==> src/rtl/pe_os_mac.sv <==
// Output-stationary signed fixed-point MAC cell with operand forwarding, tile FSM and drain chain.
// Optional saturation of the formatted result is enabled by defining PE_SAT_EN.
module pe_os_mac #(
    parameter int DATA_W = 16,
    parameter int FRAC_W = 8,
    parameter int ACC_W  = 40
) (
    input  logic              clk,
    input  logic              rst,
    input  logic              en,
    input  logic              clr,
    input  logic [DATA_W-1:0] A,
    input  logic [DATA_W-1:0] B,
    input  logic              a_vld,
    input  logic              b_vld,
    input  logic              a_last,
    output logic [DATA_W-1:0] A_out,
    output logic [DATA_W-1:0] B_out,
    output logic              a_vld_out,
    output logic              b_vld_out,
    output logic              a_last_out,
    input  logic              c_shift,
    input  logic [DATA_W-1:0] c_in,
    input  logic              c_vld_in,
    output logic [DATA_W-1:0] C_out,
    output logic              c_vld,
    output logic              busy,
    output logic              err
);

    localparam int PROD_W = 2 * DATA_W;
    localparam logic [ACC_W:0] HALF = {{ACC_W{1'b0}}, 1'b1} << (FRAC_W - 1);

    typedef enum logic [1:0] {IDLE, ACC, DONE} state_t;

    state_t                   state_reg;
    state_t                   state_next;
    logic signed [ACC_W-1:0]  acc_reg;
    logic signed [ACC_W-1:0]  acc_next;
    logic signed [PROD_W-1:0] product;
    logic signed [ACC_W-1:0]  product_ext;
    logic signed [ACC_W:0]    rnd_sum;
    logic signed [ACC_W:0]    rnd_shift;
    logic [DATA_W-1:0]        res;
    logic                     sat_evt;
    logic                     mac;
    logic                     res_wr;

    assign mac         = a_vld & b_vld;
    assign product     = $signed(A) * $signed(B);
    assign product_ext = ACC_W'(product);

    // Round half up on one extra bit so the rounding add cannot wrap.
    assign rnd_sum   = $signed({acc_next[ACC_W-1], acc_next}) + $signed(HALF);
    assign rnd_shift = rnd_sum >>> FRAC_W;

`ifdef PE_SAT_EN
    logic sat_hi;
    logic sat_lo;
    assign sat_hi  = ~rnd_shift[ACC_W] & (|rnd_shift[ACC_W-1:DATA_W-1]);
    assign sat_lo  = rnd_shift[ACC_W] & ~(&rnd_shift[ACC_W-1:DATA_W-1]);
    assign sat_evt = sat_hi | sat_lo;
    always_comb begin
        res = rnd_shift[DATA_W-1:0];
        if (sat_hi)
            res = {1'b0, {(DATA_W-1){1'b1}}};
        else if (sat_lo)
            res = {1'b1, {(DATA_W-1){1'b0}}};
    end
`else
    logic unused_bits;
    assign sat_evt     = 1'b0;
    assign res         = rnd_shift[DATA_W-1:0];
    assign unused_bits = ^rnd_shift[ACC_W:DATA_W];
`endif

    // State register and all datapath registers
    always_ff @(posedge clk or posedge rst) begin
        if (rst) begin
            state_reg  <= IDLE;
            acc_reg    <= '0;
            A_out      <= '0;
            B_out      <= '0;
            a_vld_out  <= 1'b0;
            b_vld_out  <= 1'b0;
            a_last_out <= 1'b0;
            C_out      <= '0;
            c_vld      <= 1'b0;
            err        <= 1'b0;
        end else if (en) begin
            state_reg  <= state_next;
            acc_reg    <= acc_next;
            A_out      <= A;
            B_out      <= B;
            a_vld_out  <= a_vld;
            b_vld_out  <= b_vld;
            a_last_out <= a_last;
            if (res_wr) begin
                C_out <= res;
                c_vld <= 1'b1;
            end else if (c_shift) begin
                C_out <= c_in;
                c_vld <= c_vld_in;
            end
            if (res_wr && (c_shift || sat_evt))
                err <= 1'b1;
        end
    end

    // Next-state logic
    always_comb begin
        state_next = state_reg;
        if (clr) begin
            state_next = IDLE;
        end else begin
            case (state_reg)
                IDLE: if (mac) state_next = a_last ? DONE : ACC;
                ACC:  if (mac && a_last) state_next = DONE;
                DONE: begin
                    if (mac)
                        state_next = a_last ? DONE : ACC;
                    else
                        state_next = IDLE;
                end
                default: state_next = IDLE;
            endcase
        end
    end

    // Output / datapath control; leaving DONE without a MAC returns acc to zero for IDLE.
    always_comb begin
        acc_next = acc_reg;
        res_wr   = 1'b0;
        if (clr) begin
            acc_next = '0;
        end else begin
            case (state_reg)
                IDLE:    acc_next = mac ? product_ext : '0;
                ACC:     if (mac) acc_next = acc_reg + product_ext;
                DONE:    acc_next = mac ? product_ext : '0;
                default: acc_next = '0;
            endcase
            res_wr = mac & a_last;
        end
    end

    assign busy = (state_reg == ACC);

endmodule

==> config.mk <==
export PLATFORM = sky130hd
export DESIGN_NAME = pe_os_mac
export DESIGN_NICKNAME = d
export VERILOG_FILES = /design/src/rtl/pe_os_mac.sv
export SDC_FILE = /design/constraint.sdc
export NUM_CORES = 1
export LEC_CHECK = 0
export ABC_AREA = 1
export BUFFER_PORTS_ARGS = -buffer_cell sky130_fd_sc_hd__buf_4
export CELL_PAD_IN_SITES_DETAIL_PLACEMENT = 1
export CELL_PAD_IN_SITES_GLOBAL_PLACEMENT = 2
export CORE_UTILIZATION = 25
export CTS_CLUSTER_DIAMETER = 100
export DETAILED_ROUTE_END_ITERATION = 6
export GPL_ROUTABILITY_DRIVEN = 0
export GPL_TIMING_DRIVEN = 0
export MAX_ROUTING_LAYER = met4
export PLACE_DENSITY = 0.62
export SLEW_MARGIN = 10
export SYNTH_ARGS = -nofsm -noshare
export SYNTH_HDL_FRONTEND = slang
export SYNTH_SLANG_ARGS = --single-unit
==> constraint.sdc <==
create_clock -name clk -period 8.2 [get_ports clk]
set_input_delay 0.41 -clock clk [delete_from_list [all_inputs] [get_ports clk]]
set_output_delay 0.41 -clock clk [all_outputs]
set_load 0.005 [all_outputs]
==> impl_results.md <==
- Final #Nets: 2429
- Slowest Stage Delay on Critical Path: 0.55 ns
- WP data required: 8.45 ns
- WL/cell: 18.9 µm
- Worst path bufs/invs: 5
- Cell count after synthesis: 1999
- I/O Buffers: 88
- Critical path endpoint category: flip-flop
- Max Cap Viol: 0
- GR Overflow Total: 0
- Ys flop type: dfrtp_1
- Syn nets: 2341
- Synth cell types: 44
- CP arrival: 8.01 ns
- Slew Limit Fails: 0
- Fmax: 129 MHz
- Sequential fraction of the synthesis area: 0.142
- DRT iter0 DRCs: 480
- Most common cell after layout, fill and taps aside: nand2_1
- Worst Tran Pin Value: 1.09 ns
- Relative slew slack: 0.268
- Layout cells sized above 1: 0.109
- Post-route antenna net violation count: 0
- # DRC: 2
- Setup CP Type: in -> reg
- Final non-filler cell total: 2840
- Synth top area cells: fa_1 27%, nand2_1 16%, dfrtp_1 14%
- Vias in the first global route: 13.8k
- Number of flops mapped to enable cells by yosys: 0
- CTS H-tree depth: 3
- Worst-Skew Late Latency: 0.37 ns
- Place WS: -1.02 ns
- I/O pin count: 111
- Inserted Clock Buffers: 9
- Vias: 12.6k
- CP startpoint kind: primary input
- Cell taking the most area after synthesis: fa_1
- Final WS setup: 0.442 ns
- Final Cycle Share: 0.946
- Layout filler cell count: 6862
- Register bit total from synthesis: 79
- Crit-path max FO: 10
- Final setup vio count: 0
- Synth warn: 0
- Status: complete, but fails checks
- Die footprint: 56500 µm²
- FFs w/ async S/R, synth: 1.00
- Row count: 86
- Global-route wire length before repair: 82.9 mm
- Critical path's slowest cell: fa_1
- Initial antenna violation count: 0
- Final hold violation count: 0
- Layout Skew: 0.0123 ns
- DP HPWL: 45.5 mm
- Most frequent cells in the layout: 610 x nand2_1, 470 x inv_1, 187 x fa_1
- Fin crit period: 7.76 ns
- Largest register FFs: 24
- CTS tree: built
- Mapped cell area: 13900 µm²
- Cells after DPL: 2836
- Failing checks: design-rule violations
- Most numerous cell on the critical path: nand2_1
- Family with the most delay on the worst path: adder cells
- Global Route Usage Sum: 0.201
- Clock tree buffer depth: 2
- DR pass1 iterations: 7
- Initial Utilization: 0.253
- Post-Syn Area per Cell: 6.95 µm²
- Largest net degree at the start of global routing: 56
- Synth top area share: 0.271
- Vias/cell: 4.44
- Core box area: 55000 µm²
- Die height: 238 µm
- Die width: 238 µm
- Clock sink total: 79
- Root buffer cell: clkbuf_16
- Post-Route WL: 53.7 mm
- Layout area overhead: 16.0%
- Diodes inserted: 0
- Hold Crit Class: in -> async
- Clock-pin slew on the worst setup and hold paths: 0.08 ns
## cell usage after synthesis (2+ instances only)
cell type / n
xor2_1: 9
o21ai_2: 3
nand3_1: 90
nand4_1: 21
nor2_2: 12
inv_1: 471
buf_2: 7
o31ai_1: 3
nor2_1: 104
or2_2: 5
nand3b_1: 3
nor3_2: 4
o22ai_1: 2
o211ai_1: 4
nand2_1: 610
o21bai_1: 2
o21ai_1: 8
inv_2: 4
a32o_1: 7
dfrtp_1: 79
clkbuf_1: 69
o21a_1: 2
xor2_2: 3
xnor2_1: 10
and2_1: 4
nor3_1: 12
a21oi_1: 58
nand3_2: 4
buf_1: 3
o21ai_0: 79
nand2_2: 11
ha_1: 97
fa_1: 188
## final cells by class
cell class / count / area (µm²) / area share
Buffer: 66 / 412 / 0.0256
Clock buffer: 10 / 239 / 0.0148
Clock inverter: 6 / 115 / 0.00715
Inverter: 476 / 1790 / 0.111
Multi-Input combinational cell: 1365 / 9940 / 0.617
Sequential cell: 79 / 1980 / 0.123
Tap cell: 748 / 936 / 0.0581
Timing Repair Buffer: 90 / 696 / 0.0432
## through the flow
| step | hold WS, ns | area, µm² | util | TNS [ns] |
|---|---|---|---|---|
| finish | 0.0246 | 16100 | 0.293 | 0 |
| floorplan | 0.465 | 13900 | - | 0 |
| global route | 0.0424 | 16100 | 0.293 | -0.00635 |
| detailed placement | 0.435 | 15500 | 0.282 | -12.39 |
| CTS | 0.0207 | 15900 | 0.289 | 0 |
| global placement | 0.458 | 15500 | 0.282 | -12.11 |
## final timing paths
check,from,end,slack (ns),depth (start not counted)
setup / recovery,B[2],C_out[14],0.44,35
hold / removal,rst,A_out[14],0.02,2
setup reg to reg,acc_reg[2],C_out[15],4.43,19
hold reg to reg,err,err,0.48,1
max in group asynchronous,rst,C_out[10],7.53,3
min in group clk,b_vld,b_vld_out,0.25,3
## metal layers
layer / vias up / global-route usage / wire length (µm)
met5: - / - / 0
met4: 0 / 0.0340 / 685
met3: 36 / 0.0179 / 1050
met2: 128 / 0.336 / 25800
met1: 6345 / 0.268 / 26200
li1: 6102 / - / -
## worst register-to-register path, cell delays in order (launching register included)
cell and delay [ns]:
dfrtp_1 0.39, ha_1 0.36, nand3_1 0.10, nand3_1 0.21
nand2_1 0.16, nand3_2 0.11, xnor2_1 0.16, nand2_1 0.06
o211ai_1 0.08, a21oi_1 0.54, ha_1 0.37, inv_1 0.11
nor2_1 0.17, nand2_1 0.14, nor2_2 0.16, nand3_1 0.15
nand3_1 0.13, nand3_1 0.11, nand2_1 0.08, nand2_1 0.05
## logic make-up after synthesis
logic type,synth area share
xor+xnor,0.0167
simple gates,0.262
compound gates,0.0697
fa+ha+maj,0.358
flops,0.142
buf+inv,0.151
## repair_timing
item	CTS	global route
buffers inserted	0	1
pin swaps	0	2
setup endpoints to repair	14	10
resized for setup	47	95
hold buffers	0	0
Power is not shown: default switching activity piles up to over one toggle a cycle in this logic, so the estimate is an artifact.
